File: config.mk
export PLATFORM = sky130hd
export DESIGN_NAME = cha_gsel_ctrl_flat
export DESIGN_NICKNAME = d
export VERILOG_FILES = /design/src/rtl/cha_gsel_if.sv /design/src/rtl/cha_gsel_ctrl.sv /design/src/flat_wrapper.sv
export SDC_FILE = /design/constraint.sdc
export NUM_CORES = 1
export LEC_CHECK = 0
export BUFFER_PORTS_ARGS = -buffer_cell sky130_fd_sc_hd__buf_4
export CAP_MARGIN = 40
export CORE_MARGIN = 2
export CORE_UTILIZATION = 47
export DETAILED_ROUTE_END_ITERATION = 8
export PLACE_DENSITY = 0.79
export SETUP_SLACK_MARGIN = 0.5
export SLEW_MARGIN = 20
export SYNTH_ARGS = -nofsm -noshare
export SYNTH_HDL_FRONTEND = slang
export SYNTH_SLANG_ARGS = --single-unit
File: constraint.sdc
create_clock -name CLK -period 1.9 [get_ports CLK]
set_clock_uncertainty 0.05 [all_clocks]
set_input_delay 0.095 -clock CLK [delete_from_list [all_inputs] [get_ports CLK]]
set_output_delay 0.095 -clock CLK [all_outputs]
set_load 0.1 [all_outputs]
File: src/rtl/cha_gsel_if.sv
// Game-select request and C-ROM table read bus for cha_gsel_ctrl.
// master: request source + table memory; slave: the controller.
interface cha_gsel_if;
  logic [7:0]  GSEL_REQ;
  logic        GSEL_STB;
  logic [7:0]  TBL_ADDR;
  logic        TBL_RD;
  logic [18:0] TBL_DATA;

  modport master (
    output GSEL_REQ,
    output GSEL_STB,
    output TBL_DATA,
    input  TBL_ADDR,
    input  TBL_RD
  );

  modport slave (
    input  GSEL_REQ,
    input  GSEL_STB,
    input  TBL_DATA,
    output TBL_ADDR,
    output TBL_RD
  );
endinterface

File: src/rtl/cha_gsel_ctrl.sv
// Game switch sequencer for CHA C-ROM translation: holds cart in reset, fetches IX/MASK, settles.
// Ports: CLK/RESET (sync, active-high); bus = GSEL_REQ/STB in, TBL_ADDR/RD out, TBL_DATA in;
// GSEL/IX/MASK registered translation outputs; nRESET_OUT cart reset; BUSY level; DONE pulse.
module cha_gsel_ctrl #(
  parameter int HOLD_CYCLES   = 16,
  parameter int SETTLE_CYCLES = 8,
  parameter int CNT_W         = 8
) (
  input  logic        CLK,
  input  logic        RESET,
  cha_gsel_if.slave   bus,
  output logic [7:0]  GSEL,
  output logic [11:0] IX,
  output logic [5:0]  MASK,
  output logic        nRESET_OUT,
  output logic        BUSY,
  output logic        DONE
);

  typedef enum logic [2:0] {
    S_IDLE,
    S_HOLD,
    S_FETCH,
    S_CAPTURE,
    S_SETTLE
  } state_t;

  localparam logic [CNT_W-1:0] HOLD_LAST   = CNT_W'(HOLD_CYCLES - 1);
  localparam logic [CNT_W-1:0] SETTLE_LAST = CNT_W'(SETTLE_CYCLES - 1);
  localparam logic [CNT_W-1:0] CNT_ONE     = CNT_W'(1);
  localparam logic [5:0]       MASK_ALL    = 6'h3F;

  state_t           state_q, state_d;
  logic [CNT_W-1:0] cnt_q, cnt_d;
  logic [7:0]       target_q, target_d;
  logic             pend_q, pend_d;
  logic [7:0]       pend_gsel_q, pend_gsel_d;
  logic [7:0]       gsel_q, gsel_d;
  logic [11:0]      ix_q, ix_d;
  logic [5:0]       mask_q, mask_d;
  logic             nrst_q, nrst_d;
  logic             busy_q, busy_d;
  logic             done_q, done_d;
  logic             tbl_rd_q, tbl_rd_d;
  logic [7:0]       tbl_addr_q, tbl_addr_d;

  logic             tbl_valid;
  logic [5:0]       tbl_mask;
  logic [11:0]      tbl_ix;

  assign {tbl_valid, tbl_mask, tbl_ix} = bus.TBL_DATA;

  always_comb begin
    state_d     = state_q;
    cnt_d       = cnt_q;
    target_d    = target_q;
    pend_d      = pend_q;
    pend_gsel_d = pend_gsel_q;
    gsel_d      = gsel_q;
    ix_d        = ix_q;
    mask_d      = mask_q;
    nrst_d      = nrst_q;
    busy_d      = busy_q;
    done_d      = 1'b0;
    tbl_rd_d    = 1'b0;
    tbl_addr_d  = tbl_addr_q;

    // Any strobe outside IDLE (incl. the finishing cycle) is
    // parked; a newer one overwrites an older one.
    if (bus.GSEL_STB && state_q != S_IDLE) begin
      pend_d      = 1'b1;
      pend_gsel_d = bus.GSEL_REQ;
    end

    unique case (state_q)
      S_IDLE: begin
        if (bus.GSEL_STB || pend_q) begin
          target_d = bus.GSEL_STB ? bus.GSEL_REQ : pend_gsel_q;
          pend_d   = 1'b0;
          cnt_d    = '0;
          nrst_d   = 1'b0;
          busy_d   = 1'b1;
          state_d  = S_HOLD;
        end
      end
      S_HOLD: begin
        if (cnt_q == HOLD_LAST) begin
          cnt_d = '0;
          // Menu: no table entry, cart stays in reset.
          if (target_q == 8'h00) begin
            gsel_d  = 8'h00;
            ix_d    = 12'h000;
            mask_d  = MASK_ALL;
            busy_d  = 1'b0;
            done_d  = 1'b1;
            state_d = S_IDLE;
          end else begin
            tbl_rd_d   = 1'b1;
            tbl_addr_d = target_q;
            state_d    = S_FETCH;
          end
        end else begin
          cnt_d = cnt_q + CNT_ONE;
        end
      end
      S_FETCH: begin
        state_d = S_CAPTURE;
      end
      S_CAPTURE: begin
        gsel_d  = target_q;
        ix_d    = tbl_valid ? tbl_ix : 12'h000;
        mask_d  = tbl_valid ? tbl_mask : MASK_ALL;
        cnt_d   = '0;
        state_d = S_SETTLE;
      end
      S_SETTLE: begin
        if (cnt_q == SETTLE_LAST) begin
          cnt_d   = '0;
          nrst_d  = 1'b1;
          busy_d  = 1'b0;
          done_d  = 1'b1;
          state_d = S_IDLE;
        end else begin
          cnt_d = cnt_q + CNT_ONE;
        end
      end
      default: begin
        state_d = S_IDLE;
      end
    endcase
  end

  always_ff @(posedge CLK) begin
    if (RESET) begin
      state_q     <= S_IDLE;
      cnt_q       <= '0;
      target_q    <= 8'h00;
      pend_q      <= 1'b0;
      pend_gsel_q <= 8'h00;
      gsel_q      <= 8'h00;
      ix_q        <= 12'h000;
      mask_q      <= MASK_ALL;
      nrst_q      <= 1'b0;
      busy_q      <= 1'b0;
      done_q      <= 1'b0;
      tbl_rd_q    <= 1'b0;
      tbl_addr_q  <= 8'h00;
    end else begin
      state_q     <= state_d;
      cnt_q       <= cnt_d;
      target_q    <= target_d;
      pend_q      <= pend_d;
      pend_gsel_q <= pend_gsel_d;
      gsel_q      <= gsel_d;
      ix_q        <= ix_d;
      mask_q      <= mask_d;
      nrst_q      <= nrst_d;
      busy_q      <= busy_d;
      done_q      <= done_d;
      tbl_rd_q    <= tbl_rd_d;
      tbl_addr_q  <= tbl_addr_d;
    end
  end

  assign bus.TBL_RD   = tbl_rd_q;
  assign bus.TBL_ADDR = tbl_addr_q;
  assign GSEL         = gsel_q;
  assign IX           = ix_q;
  assign MASK         = mask_q;
  assign nRESET_OUT   = nrst_q;
  assign BUSY         = busy_q;
  assign DONE         = done_q;

endmodule
File: src/flat_wrapper.sv
// flat-port wrapper written by rule: the top's interface ports become plain ports
module cha_gsel_ctrl_flat 
#(
  parameter int HOLD_CYCLES   = 16,
  parameter int SETTLE_CYCLES = 8,
  parameter int CNT_W         = 8
)
  (CLK, RESET, GSEL, IX, MASK, nRESET_OUT, BUSY, DONE, bus_GSEL_REQ, bus_GSEL_STB, bus_TBL_DATA, bus_TBL_ADDR, bus_TBL_RD);
  cha_gsel_if bus_i ();
  input  logic CLK;
  input  logic RESET;
  output logic [7:0] GSEL;
  output logic [11:0] IX;
  output logic [5:0] MASK;
  output logic nRESET_OUT;
  output logic BUSY;
  output logic DONE;
  input wire logic [$bits(bus_i.GSEL_REQ)-1:0] bus_GSEL_REQ;
  input wire logic [$bits(bus_i.GSEL_STB)-1:0] bus_GSEL_STB;
  input wire logic [$bits(bus_i.TBL_DATA)-1:0] bus_TBL_DATA;
  output wire logic [$bits(bus_i.TBL_ADDR)-1:0] bus_TBL_ADDR;
  output wire logic [$bits(bus_i.TBL_RD)-1:0] bus_TBL_RD;
  assign bus_i.GSEL_REQ = bus_GSEL_REQ;
  assign bus_i.GSEL_STB = bus_GSEL_STB;
  assign bus_i.TBL_DATA = bus_TBL_DATA;
  assign bus_TBL_ADDR = bus_i.TBL_ADDR;
  assign bus_TBL_RD = bus_i.TBL_RD;
  cha_gsel_ctrl #(.HOLD_CYCLES(HOLD_CYCLES), .SETTLE_CYCLES(SETTLE_CYCLES), .CNT_W(CNT_W)) u_core (.CLK(CLK), .RESET(RESET), .bus(bus_i), .GSEL(GSEL), .IX(IX), .MASK(MASK), .nRESET_OUT(nRESET_OUT), .BUSY(BUSY), .DONE(DONE));
endmodule
==> insert_results.sql <==
INSERT INTO impl_metrics (metric_group, metric, value, unit) VALUES
('status', 'outcome', 'finished clean', ''),
('timing', 'maxSlewHeadroom', '62.3', '%'),
('floorplan', 'die_width', '80.5', 'µm'),
('setup_path', 'crit_path_start_kind', 'register', ''),
('global_route', 'grt_use_total', '25.6', '%'),
('clocking', 'cts_tree', 'done', ''),
('timing', 'fin_crit_sh', '94.0', '%'),
('clocking', 'clock_insertion_delay_worst_skew', '0.36', 'ns'),
('power', 'p_sw', '0.00123', 'W'),
('floorplan', 'initial_utilization', '49.3', '%'),
('setup_path', 'criticalPathCategory', 'register to register', ''),
('global_route', 'grt_pass1_vias', '2630', ''),
('setup_path', 'crit_path_cell_trace', 'nor4_4 > buf_4 > a41o_1 > a21oi_4 > buf_12 > a22o_1', ''),
('floorplan', 'boundaryPins', '68', ''),
('timing', 'worst_pin_slew', '0.561', 'ns'),
('setup_path', 'reg2reg_depth', '6', ''),
('timing', 'report.final.hold_viol_count', '0', ''),
('global_route', 'wire_length_of_the_first_global_routing_pass', '12600', 'µm'),
('finish', 'final_cell_area', '4420', 'µm²'),
('finish', 'num_antenna_cells', '0', ''),
('finish', 'layout_cell_share_with_drive_strength_beyond_1', '44.0', '%'),
('finish', 'multi_input_comb_area', '1520', 'µm²'),
('global_route', 'gr-total-overflow', '0', ''),
('timing', 'fin_tns_setup', '0', 'ns'),
('timing', 'rsz_0062_raised_after_global_routing', 'true', ''),
('yosys', 'number_of_flops_mapped_to_enable_cells_by_yosys', '0', ''),
('floorplan', 'chipHeight', '80.5', 'µm'),
('route', 'dr_wl_cell', '19.1', 'µm'),
('power', 'power_frac_clock', '31.3', '%'),
('yosys', 'unique_masters_post_synth', '50', ''),
('yosys', 'fraction_of_registers_with_async_set_or_reset_after_synthesis', '0', '%'),
('yosys', 'synthMostInstantiatedCell', 'sky130_fd_sc_hd__dfxtp_1', ''),
('job', 'cap_viol_max_count', '0', ''),
('yosys', 'syn_area_cell', '9.48', 'µm²'),
('yosys', 'synth.net_count', '321', ''),
('clocking', 'cts_buffer_depth', '2', ''),
('setup_path', 'timing.critical_path.to_type', 'register', ''),
('setup_path', 'critPathMaxStageDelay', '0.37', 'ns'),
('yosys', 'syn_area', '2750', 'µm²'),
('yosys', 'total_of_flip_flops_plus_latches_after_synthesis', '66', ''),
('power', 'total_leakage_power', '1.96', 'nW'),
('min_path', 'min_path_cells', '3', ''),
('global_route', 'grt_antenna_before_repair', '0', ''),
('placement', 'hpwlAfterDp', '4440', 'µm'),
('global_route', 'pin_count_of_the_biggest_net_entering_global_routing', '45', ''),
('setup_path', 'worst_ep_arrival_time', '1.98', 'ns'),
('setup_path', 'timing.critical_path.depth', '6', ''),
('yosys', 'ys_dominant_reg_cell', 'sky130_fd_sc_hd__dfxtp_1', ''),
('clocking', 'cts.sink_count', '66', ''),
('route', 'detailed_routing_iterations_pass_1', '5', ''),
('placement', 'port_buffers', '67', ''),
('floorplan', 'floorplan.core_area', '5570', 'µm²'),
('setup_path', 'critical_path.slowest_cell', 'sky130_fd_sc_hd__dfxtp_4', ''),
('finish', 'fillers', '311', ''),
('finish', 'finalNetCount', '453', ''),
('power', 'internal_power', '0.00255', 'W'),
('yosys', 'synth_top_area_share', '48.0', '%'),
('yosys', 'synth.yosys.seq_area_share', '48.0', '%'),
('floorplan', 'row_count', '27', ''),
('route', 'detail_route.wirelength', '9550', 'µm'),
('setup_path', 'cp_top_family', 'compound AO/OA/AOI/OAI gates', ''),
('clocking', 'h-tree-depth', '3', ''),
('min_path', 'worst_hold_class', 'primary input to register', ''),
('yosys', 'synth_cells', '290', ''),
('clocking', 'cts-root-buf', 'sky130_fd_sc_hd__clkbuf_8', ''),
('route', 'detailedRoute.firstIterationViolations', '315', ''),
('setup_path', 'crit_required', '2.09', 'ns'),
('route', 'drc_violations_left', '0', ''),
('timing', 'maxClockFrequency', '0.560', 'GHz'),
('power', 'p_sw_share', '32.5', '%'),
('setup_path', 'path_max_fanout', '12', '');
-- power by group through the flow --
stage | sequential [W] | clock [W] | combinational, W
after global placement | 0.00157 | 0 | 0.000613
after floorplan | 0.00162 | 0 | 0.000401
after global routing | 0.00157 | 0.00126 | 0.00107
final | 0.00157 | 0.00118 | 0.00103
after detailed placement | 0.00157 | 0 | 0.000625
after CTS | 0.00155 | 0.00117 | 0.000828
-- metrics by stage --
stage | hold slack, ns | setup slack (ns) | util (%) | instances
2_1_floorplan | 0.164 | 0.232 | - | 290
3_3_place_gp | 0.248 | 0.150 | 60.7 | 423
3_5_place_dp | 0.253 | 0.0981 | 60.7 | 423
4_1_cts | 0.148 | 0.223 | 75.1 | 488
5_1_grt | 0.167 | 0.0891 | 79.2 | 499
6_report | 0.159 | 0.114 | 79.2 | 499
-- cells by family after synthesis --
group	share of synthesized area, %
DFF	48.0
and+or+nand+nor	17.0
buffers and inverters	4.69
adders and majority gates	0.455
AOI/OAI and AO/OA	23.3
muxes	6.23
xor gates and xnor gates	0.319
-- final timing paths --
kind / slack (ns) / to / startpoint
max: 0.11 / u_core.IX[9] / u_core.target_q[7]
min: 0.16 / u_core.target_q[7] / bus_GSEL_STB
max reg2reg: 0.11 / u_core.IX[9] / u_core.target_q[7]
min reg2reg: 0.42 / u_core.bus.TBL_ADDR[0] / u_core.bus.TBL_ADDR[0]
-- what timing repair did --
| item | 4_1_cts | 5_1_grt |
|---|---|---|
| gates resized for setup | 55 | 32 |
| buffers inserted | 21 | 10 |
| hold buffers | 26 | 0 |
| pin swaps | 35 | 19 |
| hold endpoints to repair | 26 | 0 |
| cloned | 2 | 1 |
| endpoints found under the setup margin | 65 | 61 |
-- state kept, by name (all words and copies together), names as in the netlist --
name,cells
u_core.GSEL,8
u_core.bus.TBL_ADDR,8
u_core.DONE,1
u_core.target_q,8
u_core.BUSY,1
u_core.pend_gsel_q,8
u_core.MASK,6
u_core.IX,12
u_core.nRESET_OUT,1
u_core.state_q,3
u_core.bus.TBL_RD,1
u_core.cnt_q,8
u_core.pend_q,1
-- worst reg2reg max path, delay by kind of cell (launching register included) --
kind	cells	cell delay, ns
AOI/OAI and AO/OA	3	0.59
buffers and inverters	2	0.34
DFF	1	0.37
and+or+nand+nor	1	0.32
-- routing by layer --
metal / vias up / GRT usage (%) / share of wire, %
met5: - / 0 / 0
met4: 0 / 12.4 / 3.7
met3: 42 / 5.84 / 8.4
met2: 190 / 43.4 / 49
met1: 1382 / 30.3 / 39
li1: 1325 / - / -
-- final cells by class --
cell class              instances  share of cell area, %
flip-flops and latches         66                   30.7
multi-input cells             199                   34.4
repair buffers                141                   28.0
clock buffers                   9                   2.80
well taps                      72                   2.04
clock inverters                 7                   1.56
inverters                       5                  0.425
-- layout by cell type (no fill, tap or decap), types with 3 or more instances in the layout --
| cell type | Yosys | layout |
|---|---|---|
| sky130_fd_sc_hd__dlygate4sd3_1 | 0 | 26 |
| sky130_fd_sc_hd__nor3_1 | 6 | 5 |
| sky130_fd_sc_hd__o21ai_1 | 2 | 6 |
| sky130_fd_sc_hd__a211oi_1 | 10 | 10 |
| sky130_fd_sc_hd__o211ai_1 | 7 | 7 |
| sky130_fd_sc_hd__buf_6 | 3 | 15 |
| sky130_fd_sc_hd__o21ai_2 | 0 | 9 |
| sky130_fd_sc_hd__dfxtp_2 | 0 | 7 |
| sky130_fd_sc_hd__o22a_1 | 6 | 6 |
| sky130_fd_sc_hd__nor2_1 | 24 | 20 |
| sky130_fd_sc_hd__clkbuf_8 | 0 | 9 |
| sky130_fd_sc_hd__mux2i_1 | 16 | 16 |
| sky130_fd_sc_hd__buf_4 | 0 | 95 |
| sky130_fd_sc_hd__inv_1 | 5 | 5 |
| sky130_fd_sc_hd__a22o_1 | 12 | 12 |
| sky130_fd_sc_hd__dfxtp_1 | 66 | 52 |
| sky130_fd_sc_hd__a21oi_1 | 19 | 19 |
| sky130_fd_sc_hd__dfxtp_4 | 0 | 7 |
| sky130_fd_sc_hd__clkinv_2 | 0 | 3 |
| sky130_fd_sc_hd__nand2_1 | 32 | 32 |
Power figures use the tool's default switching activity.
